[config.mk]
export PLATFORM = sky130hd
export DESIGN_NAME = uctl_rx_pack_fifo
export DESIGN_NICKNAME = d
export VERILOG_FILES = /design/src/rtl/uctl_rx_pkg.sv /design/src/rtl/uctl_sync_fifo.sv /design/src/rtl/uctl_rx_pack_fifo.sv
export SDC_FILE = /design/constraint.sdc
export NUM_CORES = 1
export LEC_CHECK = 0
export ABC_AREA = 0
export CAP_MARGIN = 20
export CORE_ASPECT_RATIO = 0.75
export CORE_MARGIN = 5
export CORE_UTILIZATION = 45
export CTS_CLUSTER_SIZE = 10
export DETAILED_ROUTE_END_ITERATION = 8
export PLACE_DENSITY = 0.71
export SLEW_MARGIN = 20
export SYNTH_ARGS = -nofsm -noshare
export SYNTH_HDL_FRONTEND = slang
export SYNTH_SLANG_ARGS = --single-unit
[constraint.sdc]
create_clock -name uctl_sysClk -period 6.2 [get_ports uctl_sysClk]
set_input_delay 1.24 -clock uctl_sysClk [delete_from_list [all_inputs] [get_ports uctl_sysClk]]
set_output_delay 1.24 -clock uctl_sysClk [all_outputs]
set_load 0.1 [all_outputs]
[src/rtl/uctl_rx_pkg.sv]
// Shared types and defaults for the Rx byte packer and its word FIFO.
package uctl_rx_pkg;

    typedef enum logic [1:0] {
        IDLE  = 2'b00,
        PACK  = 2'b01,
        FLUSH = 2'b10
    } rxState_t;

    // Debug view of the packer FSM and FIFO flags.
    typedef struct packed {
        rxState_t state;
        logic     fifoFull;
        logic     fifoEmpty;
    } rxDbg_t;

    localparam int WORD_BYTES = 4;
    localparam int DEF_DEPTH  = 16;
    localparam int DEF_PTR_WD = 4;
    localparam int DEF_CNT_WD = 5;

endpackage

[src/rtl/uctl_sync_fifo.sv]
// Single-clock first-word-fall-through FIFO with registered occupancy and sticky
// overflow/underflow flags; shared by the Rx and Tx data paths.
module uctl_sync_fifo #(
    parameter int WIDTH  = 32,
    parameter int DEPTH  = 16,
    parameter int PTR_WD = 4,
    parameter int CNT_WD = 5
) (
    input  logic              clk,
    input  logic              rst,
    input  logic              clr,
    input  logic              push,
    input  logic [WIDTH-1:0]  pushData,
    input  logic              pop,
    output logic [WIDTH-1:0]  popData,
    output logic              full,
    output logic              empty,
    output logic [CNT_WD-1:0] count,
    output logic              ovfErr,
    output logic              undErr
);

    localparam logic [PTR_WD:0]   PTR_ONE = 1;
    localparam logic [CNT_WD-1:0] CNT_ONE = 1;

    logic [WIDTH-1:0] mem [DEPTH];
    logic [PTR_WD:0]  wrPtr;
    logic [PTR_WD:0]  rdPtr;
    logic             doPush;
    logic             doPop;

    // Pointers carry one extra wrap bit: equal low bits with differing MSB means full.
    assign full    = (wrPtr[PTR_WD] != rdPtr[PTR_WD]) &&
                     (wrPtr[PTR_WD-1:0] == rdPtr[PTR_WD-1:0]);
    assign empty   = (wrPtr == rdPtr);
    assign doPush  = push && !full;
    assign doPop   = pop && !empty;
    assign popData = mem[rdPtr[PTR_WD-1:0]];

    always_ff @(posedge clk) begin
        if (rst) begin
            wrPtr  <= '0;
            rdPtr  <= '0;
            count  <= '0;
            ovfErr <= 1'b0;
            undErr <= 1'b0;
            for (int i = 0; i < DEPTH; i++) begin
                mem[i] <= '0;
            end
        end else if (clr) begin
            wrPtr  <= '0;
            rdPtr  <= '0;
            count  <= '0;
            ovfErr <= 1'b0;
            undErr <= 1'b0;
        end else begin
            if (doPush) begin
                mem[wrPtr[PTR_WD-1:0]] <= pushData;
                wrPtr                  <= wrPtr + PTR_ONE;
            end
            if (doPop) begin
                rdPtr <= rdPtr + PTR_ONE;
            end
            if (doPush && !doPop) begin
                count <= count + CNT_ONE;
            end else if (!doPush && doPop) begin
                count <= count - CNT_ONE;
            end
            if (push && full) begin
                ovfErr <= 1'b1;
            end
            if (pop && empty) begin
                undErr <= 1'b1;
            end
        end
    end

endmodule

[src/rtl/uctl_rx_pack_fifo.sv]
// Packs the endpoint byte stream little-endian into 32-bit words and buffers them for AHB.
// Optional UCTL_RXFIFO_BYTECNT_EN stores a valid-byte count per word and exports fifo2ahbc_bytes.
module uctl_rx_pack_fifo
    import uctl_rx_pkg::*;
#(
    parameter int DEPTH  = DEF_DEPTH,
    parameter int PTR_WD = DEF_PTR_WD,
    parameter int CNT_WD = DEF_CNT_WD
) (
    input  logic              uctl_sysClk,
    input  logic              uctl_sysRst,
    input  logic              dmaRx2fifo_start,
    input  logic              pkt2fifo_dVld,
    input  logic [7:0]        pkt2fifo_data,
    input  logic              pkt2fifo_last,
    output logic              fifo2pkt_rdy,
    input  logic              ahbc2fifo_pop,
    output logic [31:0]       fifo2ahbc_data,
`ifdef UCTL_RXFIFO_BYTECNT_EN
    output logic [2:0]        fifo2ahbc_bytes,
`endif
    output logic [CNT_WD-1:0] words_inFifo,
    output logic              fifo2dmaRx_flushDn,
    output logic              fifo_ovfErr,
    output logic              fifo_undErr,
    output rxDbg_t            dbg
);

`ifdef UCTL_RXFIFO_BYTECNT_EN
    localparam int ENTRY_WD = 35;
`else
    localparam int ENTRY_WD = 32;
`endif

    rxState_t            state;
    logic [1:0]          byteCnt;
    logic [31:0]         packReg;
    logic [31:0]         packWord;
    logic                accept;
    logic                commit;
    logic                fifoFull;
    logic                fifoEmpty;
    logic [ENTRY_WD-1:0] pushEntry;
    logic [ENTRY_WD-1:0] headEntry;

    // Byte handshake: a byte transfers on every rising edge where dVld && rdy; rdy never
    // depends on dVld, and dVld/data/last must hold until that edge.
    assign fifo2pkt_rdy = (state == PACK) && (words_inFifo < CNT_WD'(DEPTH)) && !dmaRx2fifo_start;
    assign accept       = pkt2fifo_dVld && fifo2pkt_rdy;
    assign commit       = accept && ((byteCnt == 2'(WORD_BYTES - 1)) || pkt2fifo_last);

    always_comb begin
        packWord                        = packReg;
        packWord[{byteCnt, 3'b000} +: 8] = pkt2fifo_data;
    end

`ifdef UCTL_RXFIFO_BYTECNT_EN
    assign pushEntry       = {({1'b0, byteCnt} + 3'd1), packWord};
    assign fifo2ahbc_bytes = headEntry[34:32];
    assign fifo2ahbc_data  = headEntry[31:0];
`else
    assign pushEntry       = packWord;
    assign fifo2ahbc_data  = headEntry;
`endif

    always_ff @(posedge uctl_sysClk) begin
        if (uctl_sysRst) begin
            state              <= IDLE;
            byteCnt            <= '0;
            packReg            <= '0;
            fifo2dmaRx_flushDn <= 1'b0;
        end else if (dmaRx2fifo_start) begin
            state              <= PACK;
            byteCnt            <= '0;
            packReg            <= '0;
            fifo2dmaRx_flushDn <= 1'b0;
        end else begin
            fifo2dmaRx_flushDn <= 1'b0;
            case (state)
                IDLE: ;
                PACK: begin
                    if (accept) begin
                        if (commit) begin
                            byteCnt <= '0;
                            packReg <= '0;
                        end else begin
                            byteCnt <= byteCnt + 2'd1;
                            packReg <= packWord;
                        end
                        if (pkt2fifo_last) begin
                            state              <= FLUSH;
                            fifo2dmaRx_flushDn <= 1'b1;
                        end
                    end
                end
                FLUSH:   state <= IDLE;
                default: state <= IDLE;
            endcase
        end
    end

    uctl_sync_fifo #(
        .WIDTH  (ENTRY_WD),
        .DEPTH  (DEPTH),
        .PTR_WD (PTR_WD),
        .CNT_WD (CNT_WD)
    ) u_fifo (
        .clk      (uctl_sysClk),
        .rst      (uctl_sysRst),
        .clr      (dmaRx2fifo_start),
        .push     (commit),
        .pushData (pushEntry),
        .pop      (ahbc2fifo_pop && !dmaRx2fifo_start),
        .popData  (headEntry),
        .full     (fifoFull),
        .empty    (fifoEmpty),
        .count    (words_inFifo),
        .ovfErr   (fifo_ovfErr),
        .undErr   (fifo_undErr)
    );

    assign dbg = '{state: state, fifoFull: fifoFull, fifoEmpty: fifoEmpty};

endmodule

==> results.toml, run 1 <==
[route]
vias_per_cell = 6.16
dr_total_vias = 16342
postRouteAntennaNets = 0
wire_per_inst_um = 26.2
first_iter_violations = 2232
drt_wl_total_um = 69600
firstDrtPassIters = 6
drcViolationCount = 0

[synthesis]
yosysMostFrequentCell = "nor2_1"
ys_dominant_reg_cell = "edfxtp_1"
async_flop_share_pct = 0
yosysTopAreaCell = "edfxtp_1"
synth-seq-area-share_pct = 65.0
syn_inst = 1840
synth_common_cells = "nor2_1, edfxtp_1, mux4_2"
yosys_warnings = 0
avgSynthCellArea_um2 = 13.8
synth_edf_count = 512
netlist.area_leader.share_pct = 60.4
synth_area_leaders = "edfxtp_1, mux4_2, nor2_1"
ys_seq_elements = 570
syn_nets = 1870
ys_types = 44
synth_area_mm2 = 0.0254

[pwr]
p_leak_nw = 8.77
powerDensity_mw_per_mm2 = 288
peakVddDrop_mv = 0.196

[cts]
cts_tree = "built"
cts_setup_buffers = 0
insertion_delay_ns = 0.59
cts_buffers = 67
clk_pin_slew_ns = 0.05
ctsHoldBuffers = 0
cts_sinks = 570
h-tree-depth = 3
clk_path_buf_depth = 3
cts_resized = 0
root_buffer = "clkbuf_16"

[cells_and_area]
layout.nets = 1906
layoutNonFillerInstCount = 2652
drive_gt1_share_pct = 18.0
synthToLayoutAreaGrowth_pct = 13.3
n_antenna_cell = 0

[worst_setup_path]
cp-start-kind = "flop"
arrival_ns = 3.88
cp_slowest_cell = "clkdlybuf4s50_1"
crit_chain = "buf_4 -> mux4_2 -> mux4_2 -> clkdlybuf4s50_1"
cp.required_ns = 4.96
worstPathMaxFanout = 44
crit_path_end_kind = "primary output"
path_delay_family = "buffers and inverters"
cpMostUsedCell = "mux4_2"
crit_buf_inv = 2
cp_slowest_stage_delay_ns = 0.98
worstSetupPathType = "reg2out"

[die]
die-area_mm2 = 0.0614
coreArea_mm2 = 0.0559
fp.dieW_um = 285
initial_core_util_pct = 45.5
ioPinCount = 59
rows = 75
die_height_um = 216

[timing]
period_share_pct = 82.5
max_freq_mhz = 195
hold_viol = 0
slew_headroom_pct = 27.0
rsz0062_at_grt = "false"
fin_crit_ns = 5.12
tightest_slew_ns = 1.09
setup_tns_ns = 0
finalClockSkew_ns = 0.0215
slew_viol_final = 0
finalSetupViolCount = 0

[grt]
grt_pass1_wl_um = 104000
grt-ovfl-total = 0
grt_start_max_net_pins = 86
grt_pass1_vias = 16759
antenna_found_initial = 0
grt_usage_pct = 22.6

[placement]
gp_congestion = 0.801
dp.cells = 2538
hpwlAfterDp_um = 40100
io_buffers = 58

[flow_run]
max-cap-violations = 0

[hold_path]
min-delay-path-class = "reg2reg"

[status]
status = "finished, final reports clean"
-- worst register-to-register path, delay by kind of cell, from the launching register on --
| family | cells | cell delay [ns] |
|---|---|---|
| AOI/OAI and AO/OA | 1 | 0.64 |
| xor gates and xnor gates | 1 | 0.19 |
| buffers and inverters | 2 | 1.71 |
| DFF | 1 | 0.63 |
| and+or+nand+nor | 2 | 0.82 |
-- layout by cell type, fill, tap and decap left out, types with 15 or more instances in the layout --
master,count
a22oi_1,40
a31o_2,34
a31oi_1,27
buf_4,47
clkbuf_1,41
clkbuf_16,69
clkdlybuf4s50_1,57
dfxtp_1,54
edfxtp_1,512
ha_1,15
mux4_2,160
nand2_1,147
nor2_1,562
nor2b_1,34
-- per-stage QoR --
stage,power (mW),instance area (µm²),hold slack [ns],utilization [%],worst slack [ns]
finish,8.30,28800,0.475,51.5,1.08
global route,8.53,28800,0.538,51.5,0.963
CTS,8.33,28800,0.486,51.5,1.04
detailed placement,4.84,26900,0.472,48.1,1.15
global placement,4.82,26900,0.469,48.1,1.22
floorplan,4.67,25400,0.470,-,1.63
-- power by group --
part	switching, mW	leakage (nW)	total [mW]	internal, mW
combinational	0.276	2.40	0.392	0.117
clock	1.48	0.916	3.54	2.06
sequential	0.0427	5.46	4.37	4.33
total	1.80	8.77	8.30	6.50
-- kinds of logic after synthesis --
| family | synth area share, % |
|---|---|
| muxes | 14.6 |
| AOI/OAI and AO/OA | 4.18 |
| adders and majority gates | 0.817 |
| DFF | 65.0 |
| xor gates and xnor gates | 0.310 |
| buffers and inverters | 2.80 |
| and+or+nand+nor | 12.2 |
-- state kept, by name (all words and copies together), names as in the netlist, named ones only --
signal	count
u_fifo.wrPtr	5
u_fifo.mem	512
u_fifo.ovfErr	1
state	2
packReg	32
u_fifo.count	5
fifo2dmaRx_flushDn	1
u_fifo.rdPtr	5
u_fifo.undErr	1
byteCnt	2
-- layout make-up --
cell class	instances	area (µm²)
multi-input cells	1115	8360
inverters	11	41.3
clock buffers	110	1880
fillers	4602	27100
flip-flops and latches	570	16500
clock inverters	4	28.8
repair buffers	111	1050
well taps	731	915
-- routing by layer --
metal | part of all wire (%) | routed length (µm) | vias to the layer above | GRT usage [%]
met5 | 0 | 0 | - | 0
met4 | 2.7 | 1890 | 0 | 6.29
met3 | 13 | 9210 | 145 | 6.91
met2 | 46 | 31700 | 1127 | 35.0
met1 | 39 | 26800 | 8215 | 31.3
li1 | - | - | 6855 | -
-- worst paths after layout --
path | cells after the start | to | from | slack [ns]
worst max-delay path | 4 | fifo2ahbc_data[9] | flop | 1.08
worst min-delay path | 2 | u_fifo.undErr$_SDFFE_PP0P_ | u_fifo.undErr$_SDFFE_PP0P_ | 0.48
worst max register to register | 6 | u_fifo.mem[8][1]$_SDFFCE_PN0P_ | u_fifo.wrPtr[3]$_SDFFE_PP0P_ | 1.93
worst min register to register | 2 | u_fifo.undErr$_SDFFE_PP0P_ | u_fifo.undErr$_SDFFE_PP0P_ | 0.48
Note: power is estimated with default switching activity, not from simulation.
==> run 2: changes to the inputs <==
--- a/config.mk
+++ b/config.mk
@@ -12,7 +12,7 @@
 export CORE_UTILIZATION = 45
 export CTS_CLUSTER_SIZE = 10
 export DETAILED_ROUTE_END_ITERATION = 8
-export PLACE_DENSITY = 0.71
+export PLACE_DENSITY = 0.73
 export SLEW_MARGIN = 20
 export SYNTH_ARGS = -nofsm -noshare
 export SYNTH_HDL_FRONTEND = slang
==> constraint.sdc (replaced) <==
create_clock -name uctl_sysClk -period 4.1 [get_ports uctl_sysClk]
set_input_delay 0.82 -clock uctl_sysClk [delete_from_list [all_inputs] [get_ports uctl_sysClk]]
set_output_delay 0.82 -clock uctl_sysClk [all_outputs]
set_load 0.1 [all_outputs]
==> run 2 against run 1 <==
  * Sequential share of layout area is 0.37 points lower
  * Register-to-register slack worse by 1.2 ns
  * Sequential power increased by 51%
  * Combinational power rose by 57%
  * Hold slack better by 0.024 ns
  * Total power increased by 51%
  * Final cell count up 0.79%
==> results.toml, run 2 (synthesis results as in run 1) <==
[pwr]
seqPwrFrac_pct = 52.6
p_sw_mw = 2.75
powerDensity_mw_per_mm2 = 433
p_int_mw = 9.80
clkPwrFrac_pct = 42.5
p_total_mw = 12.6
comb_power_share_pct = 4.9
peakVddDrop_mv = 0.348
p_leak_nw = 8.95
p_sw_share_pct = 21.9

[cts]
insertion_delay_ns = 0.58
cts_buffers = 67
ctsHoldBuffers = 0
cts_setup_buffers = 0
cts_sinks = 570
clk_pin_slew_ns = 0.06
cts_tree = "built"
cts_resized = 0
root_buffer = "clkbuf_16"
clk_path_buf_depth = 3
h-tree-depth = 3

[hold_path]
min_from = "u_fifo.ovfErr$_SDFFE_PP0P_"
min-delay-path-class = "reg2reg"
holdPathStages = 2
min_to = "u_fifo.ovfErr$_SDFFE_PP0P_"

[worst_setup_path]
arrival_ns = 2.93
cp.required_ns = 3.28
worstReg2RegStart = "u_fifo.wrPtr[2]$_SDFFE_PP0P_"
rr_worst_depth = 6
cp_slowest_stage_delay_ns = 0.60
cp-start-kind = "flop"
crit_path_end_kind = "primary output"
worstPathMaxFanout = 27
worstSetupPathType = "reg2out"
cp_slowest_cell = "mux4_2"
worst-r2r-setup-slack_ns = 0.75
crit_chain = "buf_4 -> mux4_2 -> mux4_2 -> buf_4"
regToRegEndpoint = "u_fifo.mem[5][3]$_SDFFCE_PN0P_"

[route]
top_layer = "met5"
vias_per_cell = 6.24
firstDrtPassIters = 5
drcViolationCount = 0
wire_per_inst_um = 27.2
dr_total_vias = 16667
dr_wl_met2_um = 34500
postRouteAntennaNets = 0
wl_met3_um = 8470
first_iter_violations = 2091
drt_wl_total_um = 72800
met1_length_um = 27300

[die]
rows = 75
coreArea_mm2 = 0.0559
ioPinCount = 59
fp.dieW_um = 285
die-area_mm2 = 0.0614
initial_core_util_pct = 45.5
die_height_um = 216

[timing]
slew_viol_final = 0
slew_headroom_pct = 20.1
rsz0062_at_grt = "false"
finalSetupViolCount = 0
finalClockSkew_ns = 0.0258
max_freq_mhz = 266
hold_viol = 0
setup_tns_ns = 0
fin_crit_ns = 3.75
tightest_slew_ns = 1.20
period_share_pct = 91.6

[cells_and_area]
largest_reg_flops = 512
final_common_cell = "nor2_1"
n_antenna_cell = 0
drive_gt1_share_pct = 20.8
multi_input_area_mm2 = 0.00836
layout.nets = 1930
synthToLayoutAreaGrowth_pct = 14.1
final_cell_mix = "nor2_1, edfxtp_1, mux4_2, nand2_1, buf_4"
utilization_pct = 51.9
seq_area_mm2 = 0.0165
nFillCells = 4523
largest-register = "u_fifo.mem"
top_regs = "u_fifo.mem (512), packReg (32)"

[placement]
io_buffers = 58
hpwlAfterDp_um = 41000
gp_congestion = 0.820

[grt]
grt_usage_pct = 23.4
grt-ovfl-total = 0
grt_pass1_vias = 16764
antenna_found_initial = 1
grt_start_max_net_pins = 85
grt_pass1_wl_um = 107000

[status]
status = "finished, final reports clean"

[flow_run]
max-cap-violations = 0
## run 2: metal layers
metal  up-vias  GRT usage (%)
li1       6899              -
met1      8449           31.5
met2      1119           37.3
met3       198           6.26
met4         2           7.81
met5         -              0
## run 2: how the worst max path moves through the flow
stage	from	end	slack (ns)	depth (start not counted)
2_1_floorplan	dmaRx2fifo_start	u_fifo.mem[10][0]$_SDFFCE_PN0P_	0.05	5
3_3_place_gp	dmaRx2fifo_start	u_fifo.count[4]$_SDFFE_PP0P_	0.24	12
3_5_place_dp	dmaRx2fifo_start	u_fifo.count[4]$_SDFFE_PP0P_	0.22	12
4_1_cts	flop	fifo2ahbc_data[19]	0.27	4
5_1_grt	flop	fifo2ahbc_data[19]	0.22	4
6_report	flop	fifo2ahbc_data[19]	0.35	4
## run 2: layout make-up
type                    count  area share [%]
flip-flops and latches    570            57.0
clock buffers             108            6.38
repair buffers            135            4.35
clock inverters             3           0.116
well taps                 731            3.15
multi-input cells        1115            28.8
inverters                  11           0.155
## run 2: worst max-delay path: cells and delay by family (launching register included)
| kind | cells | cell delay, ns |
|---|---|---|
| multiplexers | 2 | 1.17 |
| buffers and inverters | 2 | 0.77 |
| flip-flops | 1 | 0.41 |
## run 2: stage by stage
step / cells / area, µm² / setup WS [ns] / hold WS [ns]
final: 2673 / 29000 / 0.345 / 0.499
after floorplan: 1840 / 25400 / 0.0512 / 0.470
after detailed placement: 2562 / 27100 / 0.216 / 0.481
after CTS: 2673 / 29000 / 0.274 / 0.503
after global placement: 2562 / 27100 / 0.238 / 0.478
after global routing: 2673 / 29000 / 0.218 / 0.529
## run 2: power by group through the flow
stage / registers [mW] / clock network [mW] / logic [mW]
floorplan: 6.72 / 0 / 0.351
global placement: 6.71 / 0 / 0.600
detailed placement: 6.73 / 0 / 0.607
CTS: 6.61 / 5.37 / 0.610
global route: 6.63 / 5.62 / 0.630
finish: 6.61 / 5.33 / 0.615
